===== config.mk =====
export PLATFORM = sky130hd
export DESIGN_NAME = fifo_rd_streamer
export DESIGN_NICKNAME = d
export VERILOG_FILES = /design/src/rtl/fifo_rd_streamer.sv
export SDC_FILE = /design/constraint.sdc
export NUM_CORES = 1
export LEC_CHECK = 0
export BUFFER_PORTS_ARGS = -buffer_cell sky130_fd_sc_hd__buf_2
export CORE_ASPECT_RATIO = 1.75
export CORE_MARGIN = 2
export CORE_UTILIZATION = 55
export CTS_CLUSTER_SIZE = 40
export DETAILED_ROUTE_END_ITERATION = 16
export PLACE_DENSITY = 0.86
export SKIP_LAST_GASP = 1
export SYNTH_ARGS = -nofsm -noshare
export SYNTH_HDL_FRONTEND = slang
export SYNTH_SLANG_ARGS = --single-unit

===== constraint.sdc =====
create_clock -name clk -period 6.4 [get_ports clk]
set_clock_uncertainty 0.2 [all_clocks]
set_input_delay 0.96 -clock clk [delete_from_list [all_inputs] [get_ports clk]]
set_output_delay 0.96 -clock clk [all_outputs]
set_load 0.01 [all_outputs]

===== src/rtl/fifo_rd_streamer.sv =====
// Drains a synchronous FIFO read port into a valid/ready stream through a
// 2-entry skid buffer; reads are issued only when a buffer slot is guaranteed.
module fifo_rd_streamer #(
    parameter int FIFO_WIDTH = 16,
    parameter int CNT_WIDTH  = 16
) (
    input  logic                  clk,
    input  logic                  rst,
    input  logic                  enable,
    input  logic                  fifo_empty,
    input  logic [FIFO_WIDTH-1:0] fifo_data_out,
    input  logic                  fifo_underflow,
    output logic                  fifo_rd_en,
    output logic [FIFO_WIDTH-1:0] m_data,
    output logic                  m_valid,
    input  logic                  m_ready,
    output logic [CNT_WIDTH-1:0]  rd_count,
    output logic                  underflow_err
);

    logic [1:0]            occ;
    logic                  inflight_q;
    logic [FIFO_WIDTH-1:0] buf_head;
    logic [FIFO_WIDTH-1:0] buf_tail;
    logic                  pop;
    logic                  capture;
    logic [2:0]            committed;

    assign m_valid = (occ != 2'd0);
    assign m_data  = buf_head;
    assign pop     = m_valid && m_ready;
    assign capture = inflight_q && !fifo_underflow;

    // Slots already spoken for after this cycle's pop; a read is only issued
    // if its returning word is guaranteed a place in the buffer.
    assign committed  = {1'b0, occ} + {2'b00, inflight_q} - {2'b00, pop};
    assign fifo_rd_en = !rst && enable && !fifo_empty && (committed < 3'd2);

    always_ff @(posedge clk) begin
        if (rst) begin
            occ           <= 2'd0;
            inflight_q    <= 1'b0;
            buf_head      <= '0;
            buf_tail      <= '0;
            rd_count      <= '0;
            underflow_err <= 1'b0;
        end else begin
            inflight_q <= fifo_rd_en;
            if (pop) begin
                rd_count <= rd_count + CNT_WIDTH'(1);
            end
            if (inflight_q && fifo_underflow) begin
                underflow_err <= 1'b1;
            end
            case ({pop, capture})
                2'b11: begin
                    if (occ == 2'd2) begin
                        buf_head <= buf_tail;
                        buf_tail <= fifo_data_out;
                    end else begin
                        buf_head <= fifo_data_out;
                    end
                end
                2'b10: begin
                    if (occ == 2'd2) begin
                        buf_head <= buf_tail;
                    end
                    occ <= occ - 2'd1;
                end
                2'b01: begin
                    if (occ == 2'd0) begin
                        buf_head <= fifo_data_out;
                    end else begin
                        buf_tail <= fifo_data_out;
                    end
                    occ <= occ + 2'd1;
                end
                default: begin
                end
            endcase
        end
    end

endmodule


After elaboration in Yosys (flattened, before gate mapping)
Cells that the tools add are included.
Operators by class
  multiply operators: 0
  mux-type cells: 8
  div/mod/pow operators: 0
  $lt $le $gt $ge: 1
  shift operators: 0
  reduce and logical (&&, ||, !) cells: 16
  equal/unequal tests: 8
  add/sub/neg operators: 5
  bitwise operators: 0
Operators with widths (number)
  two-way mux 16 bit: 5
  one-hot mux 16 bit (3 select lines): 1
  one-hot mux 16 bit (2 select lines): 1
  adder 16 x 1 -> 16 bit, second input constant: 1
  != test 2 bit, second input constant: 4
  == test 2 bit, second input constant: 3
  logical AND 1 bit: 6
  AND reduction 3 bit: 2
  nonzero test 2 bit: 3
  one-hot mux 2 bit (2 select lines): 1
  adder 2 x 1 -> 3 bit: 1
  logical NOT 1 bit: 3
  < comparator 3 x 2 -> 1 bit, second input constant: 1
  nonzero test 3 bit: 1
  subtractor 3 x 1 -> 3 bit: 1
  adder 2 x 1 -> 2 bit, second input constant: 1
  == test 2 x 1 -> 1 bit, second input constant: 1
  logical NOT 2 bit: 1
  subtractor 2 x 1 -> 2 bit, second input constant: 1
Storage, ports and cells
  word-level logic and storage cells: 44
  ROM bits: 0
  bits of input ports: 22
  RAM bits: 0
  flip-flop bits (word level): 52
  memories kept: 0
  bits in latches: 0

Longest topological paths before layout
Gate-level depths: netlist of the first run.
  word-level depth: 5
  gate-level depth with buffers: 11
  mapped depth without buffers: 7

Worst setup path before layout of the first run
No wires, ideal clock.
  path kind: input to output
  start point: input port m_ready
  end point: output port fifo_rd_en
  path buffers: 0
  setup slack: 2.563 ns
  data arrival time: 2.677 ns
  stages: 7
  data required time: 5.240 ns
  cells stage by stage: o21ai_0 inv_1 ha_1 nand2b_1 fa_1 nand2_1 nor4_1
Between the ends
  word-level cells in the longest chain between the ends: 4
Ends and longest elaborated chain
  start: declaration: RTL line 16  | input logic m_ready,
  logical AND 1 bit: RTL line 31  | assign pop = m_valid && m_ready;
  net pop: RTL line 25  | logic pop;
  subtractor 3 x 1 -> 3 bit: RTL line 36  | assign committed = {1'b0, occ} + {2'b00, inflight_q} - {2'b00, pop};
  < comparator 3 x 2 -> 1 bit: RTL line 37  | assign fifo_rd_en = !rst && enable && !fifo_empty && (committed < 3'd2);
  logical AND 1 bit: RTL line 37
  end: declaration: RTL line 13  | output logic fifo_rd_en,
The timed path passes the listed nets, and every way through them passes these cells.

Worst setup path in the final report of the first run
Ends and elaborated chain as after synthesis.

==> summary.txt, run 1 <==
Synthesis
  • Post-synthesis register bit count: 52
  • Cells after Synth: 285
  • Net count of the mapped netlist: 313
  • Mean Syn Cell Area: 8.969 sq um
  • Total standard cell area after synthesis: 2556 sq um
  • YS warnings: 0
  • Sequential-to-total area share from yosys stat: 40.72%
  • Count of distinct cell types in the synthesized netlist: 39

Floorplan
  • Horizontal die dimension: 55.54 microns
  • Core region area: 4444 sq um
  • Die outline area: 5231 sq um
  • Vert. Die Dim: 94.19 microns
  • Row count: 32
  • Initial core utilization: 57.52%
  • Top-Level Pins: 57

STA
  • Final Cycle Share: 63.84%
  • Number of endpoints with negative hold slack in the final report: 0
  • Transition at the pin with the smallest max-transition slack: 1.183 ns
  • Timing-limited maximum frequency: 244.7 MHz
  • Setup TNS Final: 0 ns
  • Minimum clock period: 4.086 ns
  • Headroom to the max-slew limit: 20.95%
  • Number of max-slew violations in the final report: 0
  • Number of setup violations in the final report: 0
  • Setup repair after global routing missed its margin: no
  • Smallest hold slack: 0.2793 ns

Routing
  • Total number of vias: 2297
  • Wire length after detailed routing: 5624 microns
  • Number of detailed-route iterations in the first pass: 5
  • Antenna Violating Nets Remaining: 0
  • Average vias per placed instance: 6.093
  • Per-cell routed wire length: 14.92 microns
  • Count of unresolved DRC violations after routing: 0
  • Iteration-0 DRC Markers: 101

Clock tree
  • Clk root buf: sky130_fd_sc_hd__clkbuf_8
  • Maximum buffer depth of the clock tree: 2
  • Clock insertion delay at the later pin of the skew report: 0.31 ns
  • Htree depth: 2
  • Number of gates resized after cts: 0
  • Total clock buffers created by CTS: 5
  • Clk sinks: 52
  • Number of buffers added to fix hold violations after cts: 0
  • Clock tree from TritonCTS: built
  • Register clock-pin slew on the reported worst setup and hold paths: 0.09 ns
  • Number of post-CTS setup repair buffers: 0

Placement
  • Placed cell count: 369
  • Total half-perimeter wirelength after legalization and detailed placement: 3977 microns
  • Final weighted congestion of routability-driven global placement: 0.8435
  • Count of buffers from port buffering: 56

Setup path
  • Reg-to-reg endpoint: m_data[13]
  • Biggest fanout along the worst timing path: 8
  • Arrival time reported for the critical path endpoint: 2.93 ns
  • Reg-to-Reg Start: occ[0]
  • Startpoint kind of the worst setup timing path: primary input
  • Minimum setup slack among reg-to-reg paths: 2.74 ns
  • Endpoint class of the critical path: output port
  • Category of the critical setup timing path: primary input to output port
  • Crit path required time: 5.24 ns
  • Worst Reg-to-Reg Cells: 7

Final layout
  • Total number of nets in the final design: 353
  • Number of non-filler instances in the completed layout: 377
  • Area taken by flip-flops and latches: 1041 sq um
  • Diode insertion count for antenna repair: 0
  • Area of combinational cells with multiple inputs: 1354 sq um
  • Share of cells above drive strength 1: 21.47%
  • Synthesis-to-finish area growth: 12.53%
  • Number of fill cells in the layout: 396
  • Final core area utilization: 64.72%

Hold path
  • WHS Endpoint: underflow_err
  • Path category of the worst min-delay check: flop to flop
  • Worst hold path cell count: 2
  • Hold Path Origin: underflow_err

Job
  • Number of maximum-capacitance constraint violations: 0

GRT
  • Combined global-route utilization of all metal layers: 22.03%
  • Most heavily used metal layer in global routing: met2
  • Met1 usage: 24.38%
  • Met3 track utilization from global routing: 4.270%
  • Number of global-route vias before repair: 2062
  • Total overflow reported by the global router: 0
  • Met2 global-route usage: 38.69%
  • Pin count of the biggest net entering global routing: 54
  • Number of antenna violations at the first check in global routing: 0
  • Global-route wire length before repair: 9308 microns

Pwr
  • Worst-case vdd ir drop: 257.6 uV
  • Lkg Pwr: 0.001114 uW
  • Power per Cell Area: 367.6 nW/um^2

Run status
  • Outcome: finished clean
[Yosys cell counts]
| master | number | area [sq um] |
|---|---|---|
| sky130_fd_sc_hd__or3_1 | 8 | 50.05 |
| sky130_fd_sc_hd__inv_1 | 5 | 18.77 |
| sky130_fd_sc_hd__fa_1 | 1 | 20.02 |
| sky130_fd_sc_hd__and3_1 | 1 | 6.260 |
| sky130_fd_sc_hd__or4b_4 | 1 | 13.76 |
| sky130_fd_sc_hd__a211oi_1 | 14 | 105.1 |
| sky130_fd_sc_hd__xnor2_1 | 3 | 26.28 |
| sky130_fd_sc_hd__and4_1 | 2 | 17.52 |
| sky130_fd_sc_hd__nor2_1 | 42 | 157.7 |
| sky130_fd_sc_hd__ha_1 | 5 | 62.56 |
| sky130_fd_sc_hd__inv_2 | 1 | 3.750 |
| sky130_fd_sc_hd__and2_1 | 2 | 12.51 |
| sky130_fd_sc_hd__nand4_1 | 3 | 18.77 |
| sky130_fd_sc_hd__nand2b_1 | 2 | 12.51 |
| sky130_fd_sc_hd__nor3b_1 | 1 | 7.510 |
| sky130_fd_sc_hd__clkbuf_1 | 13 | 48.80 |
| sky130_fd_sc_hd__buf_12 | 1 | 20.02 |
| sky130_fd_sc_hd__buf_2 | 5 | 25.02 |
| sky130_fd_sc_hd__nor4_1 | 2 | 12.51 |
| sky130_fd_sc_hd__nor3_1 | 16 | 80.08 |
| sky130_fd_sc_hd__a21boi_1 | 1 | 7.510 |
| sky130_fd_sc_hd__nand2_1 | 10 | 37.54 |
| sky130_fd_sc_hd__o211a_1 | 2 | 20.02 |
| sky130_fd_sc_hd__buf_6 | 4 | 45.04 |
| sky130_fd_sc_hd__nand3_1 | 6 | 30.03 |
| sky130_fd_sc_hd__a211oi_2 | 1 | 12.51 |
| sky130_fd_sc_hd__mux2i_1 | 16 | 160.2 |
| sky130_fd_sc_hd__o21ai_0 | 9 | 45.04 |
| sky130_fd_sc_hd__a221oi_1 | 15 | 131.4 |
| sky130_fd_sc_hd__dfxtp_1 | 52 | 1041 |
| sky130_fd_sc_hd__or2_2 | 1 | 6.260 |
| sky130_fd_sc_hd__a21oi_4 | 1 | 16.27 |
| sky130_fd_sc_hd__xor2_1 | 8 | 70.07 |
| sky130_fd_sc_hd__a311oi_1 | 1 | 8.760 |
| sky130_fd_sc_hd__a22oi_1 | 16 | 120.1 |
| sky130_fd_sc_hd__nor3b_2 | 1 | 12.51 |
| sky130_fd_sc_hd__a21oi_1 | 11 | 55.05 |
| sky130_fd_sc_hd__o2111a_1 | 1 | 11.26 |
| sky130_fd_sc_hd__or2_1 | 1 | 6.260 |
[stage by stage]
stage / power, uW / setup WS (ns) / cell area (sq um)
finish: 1058 / 2.314 / 2877
global route: 1123 / 2.091 / 2877
CTS: 1060 / 2.304 / 2877
detailed placement: 832.0 / 2.299 / 2761
global placement: 821.5 / 2.403 / 2761
floorplan: 743.6 / 2.563 / 2556
[layout make-up]
| class | instances | area share, % |
|---|---|---|
| multi-input cells | 204 | 47.06 |
| flip-flops and latches | 52 | 36.19 |
| repair buffers | 56 | 9.743 |
| clock buffers | 5 | 2.392 |
| well taps | 51 | 2.218 |
| clock inverters | 3 | 1.609 |
| inverters | 6 | 0.7829 |
[power breakdown]
group | internal (uW) | total (uW) | switching [uW]
sequential | 381 | 435 | 54.2
clock | 118 | 230 | 113
combinational | 155 | 392 | 236
[state kept, by name (all words and copies together) (netlist names)]
name,cells
rd_count,16
buf_tail,16
m_data,16
underflow_err,1
inflight_q,1
occ,2
[cells by family (layout without fill, tap and decap cells)]
family / Yosys count / after routing / share of synthesized area (%)
XOR/XNOR: 11 / 11 / 3.769
flip-flops: 52 / 52 / 40.72
adder cells (fa/ha/maj): 6 / 6 / 3.231
AO/OA/AOI/OAI: 72 / 72 / 20.85
AND/OR/NAND/NOR: 99 / 99 / 18.85
multiplexers: 16 / 16 / 6.265
buffers and inverters: 29 / 70 / 6.314
[placed cells by master (no fill, tap or decap), types with 3 or more instances in the layout]
master	netlist	layout
sky130_fd_sc_hd__xnor2_1	3	3
sky130_fd_sc_hd__a22oi_1	16	16
sky130_fd_sc_hd__dfxtp_1	52	52
sky130_fd_sc_hd__buf_2	5	56
sky130_fd_sc_hd__a21oi_1	11	11
sky130_fd_sc_hd__nor2_1	42	42
sky130_fd_sc_hd__a221oi_1	15	15
sky130_fd_sc_hd__or3_1	8	8
sky130_fd_sc_hd__nand4_1	3	3
sky130_fd_sc_hd__o21ai_0	9	9
sky130_fd_sc_hd__ha_1	5	5
sky130_fd_sc_hd__xor2_1	8	8
sky130_fd_sc_hd__clkbuf_8	0	5
sky130_fd_sc_hd__nand3_1	6	6
sky130_fd_sc_hd__a211oi_1	14	14
sky130_fd_sc_hd__nand2_1	10	10
sky130_fd_sc_hd__nor3_1	16	16
sky130_fd_sc_hd__mux2i_1	16	16
sky130_fd_sc_hd__inv_1	5	5
[worst max-delay path, cell delays in order]
cell	delay [ns]
sky130_fd_sc_hd__buf_2	0.13
sky130_fd_sc_hd__o21ai_0	0.18
sky130_fd_sc_hd__inv_1	0.25
sky130_fd_sc_hd__ha_1	0.32
sky130_fd_sc_hd__nand2b_1	0.16
sky130_fd_sc_hd__fa_1	0.49
sky130_fd_sc_hd__nand2_1	0.06
sky130_fd_sc_hd__nor4_1	0.20
sky130_fd_sc_hd__buf_2	0.17
[routing by layer]
| layer | up-vias | share of wire (%) | routed length, microns |
|---|---|---|---|
| met4 | 0 | 2.8 | 157 |
| li1 | 1118 | - | - |
| met2 | 88 | 52 | 2936 |
| met5 | - | 0 | 0 |
| met3 | 14 | 5.2 | 291 |
| met1 | 1077 | 40 | 2239 |
[worst max path at each step]
stage | cells after the start | slack (ns) | startpoint | endpoint
3_3_place_gp | 9 | 2.40 | m_ready | fifo_rd_en
3_5_place_dp | 9 | 2.30 | m_ready | fifo_rd_en
5_1_grt | 9 | 2.09 | m_ready | fifo_rd_en
2_1_floorplan | 7 | 2.56 | m_ready | fifo_rd_en
6_report | 9 | 2.31 | m_ready | fifo_rd_en
4_1_cts | 9 | 2.30 | m_ready | fifo_rd_en
(Power assumes the default switching activity.)
==> run 2, diff against run 1 <==
--- a/config.mk
+++ b/config.mk
@@ -5,13 +5,14 @@
 export SDC_FILE = /design/constraint.sdc
 export NUM_CORES = 1
 export LEC_CHECK = 0
+export ABC_AREA = 1
 export BUFFER_PORTS_ARGS = -buffer_cell sky130_fd_sc_hd__buf_2
 export CORE_ASPECT_RATIO = 1.75
 export CORE_MARGIN = 2
 export CORE_UTILIZATION = 55
 export CTS_CLUSTER_SIZE = 40
 export DETAILED_ROUTE_END_ITERATION = 16
-export PLACE_DENSITY = 0.86
+export PLACE_DENSITY = 0.85
 export SKIP_LAST_GASP = 1
 export SYNTH_ARGS = -nofsm -noshare
 export SYNTH_HDL_FRONTEND = slang
==> constraint.sdc (replaced) <==
create_clock -name clk -period 3.93 [get_ports clk]
set_clock_uncertainty 0.2 [all_clocks]
set_input_delay 0.5895 -clock clk [delete_from_list [all_inputs] [get_ports clk]]
set_output_delay 0.5895 -clock clk [all_outputs]
set_load 0.01 [all_outputs]
==> summary.txt, run 2 <==
Synthesis
  • Primary FF master, synth: sky130_fd_sc_hd__dfxtp_1
  • Top cells by area in the synthesized netlist: sky130_fd_sc_hd__dfxtp_1 37%, sky130_fd_sc_hd__nand2_1 15%, sky130_fd_sc_hd__nor2_1 12%
  • Mean Syn Cell Area: 6.262 sq um
  • Post-synth top area share: 36.70%
  • Most instantiated library cell after synthesis: sky130_fd_sc_hd__nand2_1
  • YS warnings: 0
  • Sequential-to-total area share from yosys stat: 36.70%
  • Post-synthesis register bit count: 52
  • Cells after Synth: 453
  • Library cell with the largest summed area after synthesis: sky130_fd_sc_hd__dfxtp_1
  • Count of distinct cell types in the synthesized netlist: 29
  • Share of flip-flops with an asynchronous set or reset after synthesis: 0%
  • Total standard cell area after synthesis: 2836 sq um
  • Net count of the mapped netlist: 481
  • Leading post-synthesis cells by instance count: 111 x sky130_fd_sc_hd__nand2_1, 88 x sky130_fd_sc_hd__nor2_1, 56 x sky130_fd_sc_hd__inv_1, 54 x sky130_fd_sc_hd__o21ai_0, 52 x sky130_fd_sc_hd__dfxtp_1
  • Number of enable flip-flop cells after synthesis: 0

Routing
  • Total number of vias: 2901
  • Per-cell routed wire length: 11.53 microns
  • Iteration-0 DRC Markers: 164
  • Count of unresolved DRC violations after routing: 0
  • Wire length after detailed routing: 6390 microns
  • Number of detailed-route iterations in the first pass: 4
  • Antenna Violating Nets Remaining: 0
  • Average vias per placed instance: 5.236

Setup path
  • Category of the critical setup timing path: flop to output port
  • Endpoint class of the critical path: output port
  • Biggest fanout along the worst timing path: 12
  • Startpoint kind of the worst setup timing path: flop
  • Crit path required time: 3.14 ns
  • Arrival time reported for the critical path endpoint: 2.69 ns

GRT
  • Combined global-route utilization of all metal layers: 23.50%
  • Global-route wire length before repair: 10960 microns
  • Number of global-route vias before repair: 2675
  • Total overflow reported by the global router: 0
  • Number of antenna violations at the first check in global routing: 0
  • Pin count of the biggest net entering global routing: 35

Clock tree
  • Number of buffers added to fix hold violations after cts: 0
  • Number of post-CTS setup repair buffers: 0
  • Htree depth: 2
  • Number of gates resized after cts: 0
  • Clock insertion delay at the later pin of the skew report: 0.30 ns
  • Clock tree from TritonCTS: built
  • Clk root buf: sky130_fd_sc_hd__clkbuf_8
  • Clk sinks: 52
  • Register clock-pin slew on the reported worst setup and hold paths: 0.09 ns
  • Maximum buffer depth of the clock tree: 2
  • Total clock buffers created by CTS: 5

Final layout
  • Commonest cells after routing, fill and taps aside: 111 x sky130_fd_sc_hd__nand2_1, 88 x sky130_fd_sc_hd__nor2_1, 56 x sky130_fd_sc_hd__inv_1, 56 x sky130_fd_sc_hd__buf_2, 54 x sky130_fd_sc_hd__o21ai_0
  • Commonest non-fill, non-tap cell in the layout: sky130_fd_sc_hd__nand2_1
  • Total number of nets in the final design: 527
  • Number of fill cells in the layout: 488
  • Number of non-filler instances in the completed layout: 554
  • Share of cells above drive strength 1: 15.80%
  • Synthesis-to-finish area growth: 13.19%
  • Diode insertion count for antenna repair: 0

Placement
  • Total half-perimeter wirelength after legalization and detailed placement: 4498 microns
  • Placed cell count: 546
  • Final weighted congestion of routability-driven global placement: 0.8400
  • Count of buffers from port buffering: 56
  • DP Worst Slack: 0.5768 ns

Floorplan
  • Row count: 34
  • Vert. Die Dim: 99 microns
  • Core region area: 4977 sq um
  • Die outline area: 5770 sq um
  • Horizontal die dimension: 58.29 microns
  • Top-Level Pins: 57
  • Initial core utilization: 56.99%

Pwr
  • Lkg Pwr: 0.001544 uW
  • Power per Cell Area: 596.9 nW/um^2
  • Worst-case vdd ir drop: 440.2 uV
  • Total chip power: 1916 uW

STA
  • Headroom to the max-slew limit: 43.89%
  • Transition at the pin with the smallest max-transition slack: 0.8365 ns
  • Number of endpoints with negative hold slack in the final report: 0
  • Number of max-slew violations in the final report: 0
  • Timing-limited maximum frequency: 287.6 MHz
  • Minimum clock period: 3.477 ns
  • Number of setup violations in the final report: 0
  • Setup TNS Final: 0 ns
  • Final Cycle Share: 88.48%
  • Setup repair after global routing missed its margin: no
  • Worst Slack Setup Final: 0.4528 ns

Job
  • Number of maximum-capacitance constraint violations: 0

Hold path
  • Path category of the worst min-delay check: primary input to flop

Run status
  • Outcome: finished clean
[run 2: kinds of logic after synthesis]
group | share of synthesized area [%]
flops | 36.70
fa+ha+maj | 2.911
buf+inv | 11.47
xor+xnor | 0.3088
simple gates | 31.76
compound gates | 16.85
[run 2: final timing paths]
path | from | end | slack [ns] | cells past startpoint
worst max register to register | occ[1] | m_data[2] | 1.16 | 10
worst max-delay path | occ[1] | fifo_rd_en | 0.45 | 8
worst min-delay path | fifo_empty | inflight_q | 0.25 | 2
worst min register to register | buf_tail[14] | buf_tail[14] | 0.27 | 2
[run 2: critical path: stages (launching register included)]
cell	delay (ns)
sky130_fd_sc_hd__dfxtp_1	0.49
sky130_fd_sc_hd__nor2_1	0.12
sky130_fd_sc_hd__nor2_4	0.27
sky130_fd_sc_hd__ha_1	0.29
sky130_fd_sc_hd__or2_2	0.30
sky130_fd_sc_hd__fa_1	0.48
sky130_fd_sc_hd__nand2_1	0.06
sky130_fd_sc_hd__nor4_1	0.21
sky130_fd_sc_hd__buf_2	0.17
[run 2: metrics by stage]
| stage | hold WS (ns) | area [sq um] | util (%) |
|---|---|---|---|
| 2_1_floorplan | 0.2339 | 2836 | - |
| 3_3_place_gp | 0.2445 | 3099 | 62.27 |
| 3_5_place_dp | 0.2575 | 3099 | 62.27 |
| 4_1_cts | 0.2481 | 3211 | 64.50 |
| 5_1_grt | 0.2475 | 3211 | 64.50 |
| 6_report | 0.2527 | 3211 | 64.50 |
[run 2: layer usage]
metal / share of wire, % / wire length [microns] / up-vias / track usage [%]
li1: - / - / 1500 / -
met1: 40 / 2575 / 1294 / 25.64
met2: 52 / 3329 / 87 / 42.52
met3: 4.0 / 256 / 20 / 3.150
met4: 3.6 / 229 / 0 / 11.63
met5: 0 / 0 / - / 0
[run 2: power by group]
group | internal, uW | leakage [uW] | switching (uW)
Sequential | 633 | 0.000421 | 69.4
Clock | 189 | 0.0000541 | 185
Combinational | 291 | 0.00107 | 549
[run 2: area by class of cell]
class	count	area (sq um)	area share (%)
sequential	52	1041	32.42
multi-input combinational	322	1470	45.79
inverter	60	225.2	7.015
timing repair buffer	58	295.3	9.197
clock inverter	3	42.54	1.325
clock buffer	5	68.82	2.143
tap	54	67.56	2.104
==> run 3, diff against run 2 <==
--- a/config.mk
+++ b/config.mk
@@ -6,13 +6,14 @@
 export NUM_CORES = 1
 export LEC_CHECK = 0
 export ABC_AREA = 1
-export BUFFER_PORTS_ARGS = -buffer_cell sky130_fd_sc_hd__buf_2
+export ABC_CLOCK_PERIOD_IN_PS = 3930
 export CORE_ASPECT_RATIO = 1.75
 export CORE_MARGIN = 2
 export CORE_UTILIZATION = 55
 export CTS_CLUSTER_SIZE = 40
 export DETAILED_ROUTE_END_ITERATION = 16
-export PLACE_DENSITY = 0.85
+export DONT_BUFFER_PORTS = 1
+export PLACE_DENSITY = 0.75
 export SKIP_LAST_GASP = 1
 export SYNTH_ARGS = -nofsm -noshare
 export SYNTH_HDL_FRONTEND = slang
==> summary.txt, run 3 (synthesized netlist as in run 2, its figures left out) <==
Routing
  • Count of unresolved DRC violations after routing: 0
  • Antenna Violating Nets Remaining: 0
  • Number of detailed-route iterations in the first pass: 4
  • Average vias per placed instance: 5.253
  • Iteration-0 DRC Markers: 151
  • Total number of vias: 2621
  • Wire length after detailed routing: 6351 microns
  • Per-cell routed wire length: 12.73 microns

Setup path
  • Minimum setup slack among reg-to-reg paths: 1.08 ns
  • Endpoint class of the critical path: output port
  • Library cell contributing the largest single delay on the critical path: sky130_fd_sc_hd__dfxtp_1
  • Reg-to-Reg Start: occ[1]
  • Startpoint kind of the worst setup timing path: flop
  • Worst Reg-to-Reg Cells: 10
  • Reg-to-reg endpoint: m_data[10]
  • Arrival time reported for the critical path endpoint: 2.78 ns
  • Chain of cells forming the critical path: nor2_1, nor2_4, ha_1, or2_2, fa_1, nand2_1, nor4_1
  • Category of the critical setup timing path: flop to output port
  • Crit path required time: 3.14 ns
  • Biggest fanout along the worst timing path: 12
  • Critical path's largest stage delay: 0.49 ns

Clock tree
  • Clock tree from TritonCTS: built
  • Clk root buf: sky130_fd_sc_hd__clkbuf_8
  • Register clock-pin slew on the reported worst setup and hold paths: 0.10 ns
  • Total clock buffers created by CTS: 5
  • Maximum buffer depth of the clock tree: 2
  • Number of gates resized after cts: 0
  • Number of post-CTS setup repair buffers: 0
  • Clk sinks: 52
  • Htree depth: 2
  • Number of buffers added to fix hold violations after cts: 0
  • Clock insertion delay at the later pin of the skew report: 0.31 ns

Hold path
  • Hold Path Origin: rst
  • Worst hold path cell count: 1
  • Path category of the worst min-delay check: primary input to flop
  • WHS Endpoint: underflow_err

Placement
  • Total half-perimeter wirelength after legalization and detailed placement: 4386 microns
  • Count of buffers from port buffering: 0
  • Final weighted congestion of routability-driven global placement: 0.8022
  • DP Worst Slack: 0.6411 ns

Final layout
  • Diode insertion count for antenna repair: 0
  • Share of cells above drive strength 1: 5.393%
  • Total number of nets in the final design: 472
  • Number of fill cells in the layout: 505
  • Commonest cells after routing, fill and taps aside: 111 x sky130_fd_sc_hd__nand2_1, 88 x sky130_fd_sc_hd__nor2_1, 56 x sky130_fd_sc_hd__inv_1, 54 x sky130_fd_sc_hd__o21ai_0, 52 x sky130_fd_sc_hd__dfxtp_1
  • Synthesis-to-finish area growth: 3.573%
  • Commonest non-fill, non-tap cell in the layout: sky130_fd_sc_hd__nand2_1

STA
  • Headroom to the max-slew limit: 42.74%
  • Timing-limited maximum frequency: 280.2 MHz
  • Transition at the pin with the smallest max-transition slack: 0.8536 ns
  • Setup TNS Final: 0 ns
  • Worst Slack Setup Final: 0.3616 ns
  • Final Cycle Share: 90.80%
  • Number of max-slew violations in the final report: 0
  • Number of endpoints with negative hold slack in the final report: 0
  • Number of setup violations in the final report: 0
  • Setup repair after global routing missed its margin: no
  • Minimum clock period: 3.568 ns

Floorplan
  • Initial core utilization: 56.99%
  • Horizontal die dimension: 58.29 microns
  • Row count: 34
  • Core region area: 4977 sq um
  • Top-Level Pins: 57
  • Die outline area: 5770 sq um
  • Vert. Die Dim: 99 microns

GRT
  • Combined global-route utilization of all metal layers: 23.73%
  • Pin count of the biggest net entering global routing: 35
  • Global-route wire length before repair: 10920 microns
  • Total overflow reported by the global router: 0
  • Number of antenna violations at the first check in global routing: 0
  • Number of global-route vias before repair: 2576

Job
  • Number of maximum-capacitance constraint violations: 0

Pwr
  • Share of power burned in registers: 41.4%
  • Pint: 1049 uW
  • Switching pwr: 784.3 uW
  • Clk pwr share: 20.3%
  • Lkg Pwr: 0.001276 uW
  • Power per Cell Area: 624.1 nW/um^2
  • Switching Share: 42.78%
  • Worst-case vdd ir drop: 426.0 uV
  • Combinational cell fraction of total power: 38.4%

Run status
  • Outcome: finished clean
run 3: cell count changes in the layout (fill, tap and decap cells not counted):
cell,delta
sky130_fd_sc_hd__buf_2,-56
sky130_fd_sc_hd__buf_4,+1
run 3: power groups by stage:
stage	combinational (uW)	clock [uW]	sequential, uW
CTS	710	382	761
global placement	679	0	769
finish	703	372	758
detailed placement	705	0	772
floorplan	612	0	745
global route	828	396	774
run 3: how the worst max path moves through the flow:
stage            start          to  slack, ns  depth (start not counted)
2_1_floorplan  m_ready  fifo_rd_en       0.79                          7
4_1_cts         occ[1]  fifo_rd_en       0.35                          7
3_3_place_gp   m_ready  fifo_rd_en       0.68                          7
6_report        occ[1]  fifo_rd_en       0.36                          7
5_1_grt         occ[1]  fifo_rd_en       0.20                          7
3_5_place_dp   m_ready  fifo_rd_en       0.64                          7
run 3: routing by layer:
layer / share of wire (%) / GRT usage, % / wire [microns] / vias up
met2: 53 / 44.51 / 3338 / 53
li1: - / - / - / 1389
met5: 0 / 0 / 0 / -
met4: 1.8 / 8.766 / 114 / 0
met3: 4.6 / 4.331 / 290 / 7
met1: 41 / 25.02 / 2609 / 1172
run 3: critical path, delay by kind of cell, from the launching register on:
| kind | cells | cell delay [ns] |
|---|---|---|
| DFF | 1 | 0.49 |
| adders and majority gates | 2 | 0.78 |
| and+or+nand+nor | 5 | 1.20 |
run 3: layout make-up:
class | instances | area (sq um) | share of cell area (%)
clock buffers | 5 | 68.82 | 2.342
clock inverters | 3 | 42.54 | 1.448
inverters | 60 | 225.2 | 7.666
multi-input cells | 322 | 1470 | 50.04
flip-flops and latches | 52 | 1041 | 35.43
well taps | 54 | 67.56 | 2.300
repair buffers | 3 | 22.52 | 0.7666
run 3: metrics by stage:
step                      hold WS, ns  area [sq um]  power (uW)  utilization (%)  std cells
after global routing           0.1173          2938        1998            59.02        499
after detailed placement       0.2555          2826        1477            56.79        491
after global placement         0.2480          2826        1447            56.79        491
after floorplan                0.2339          2836        1357                -        453
final                          0.1357          2938        1833            59.02        499
after CTS                      0.1296          2938        1853            59.02        499
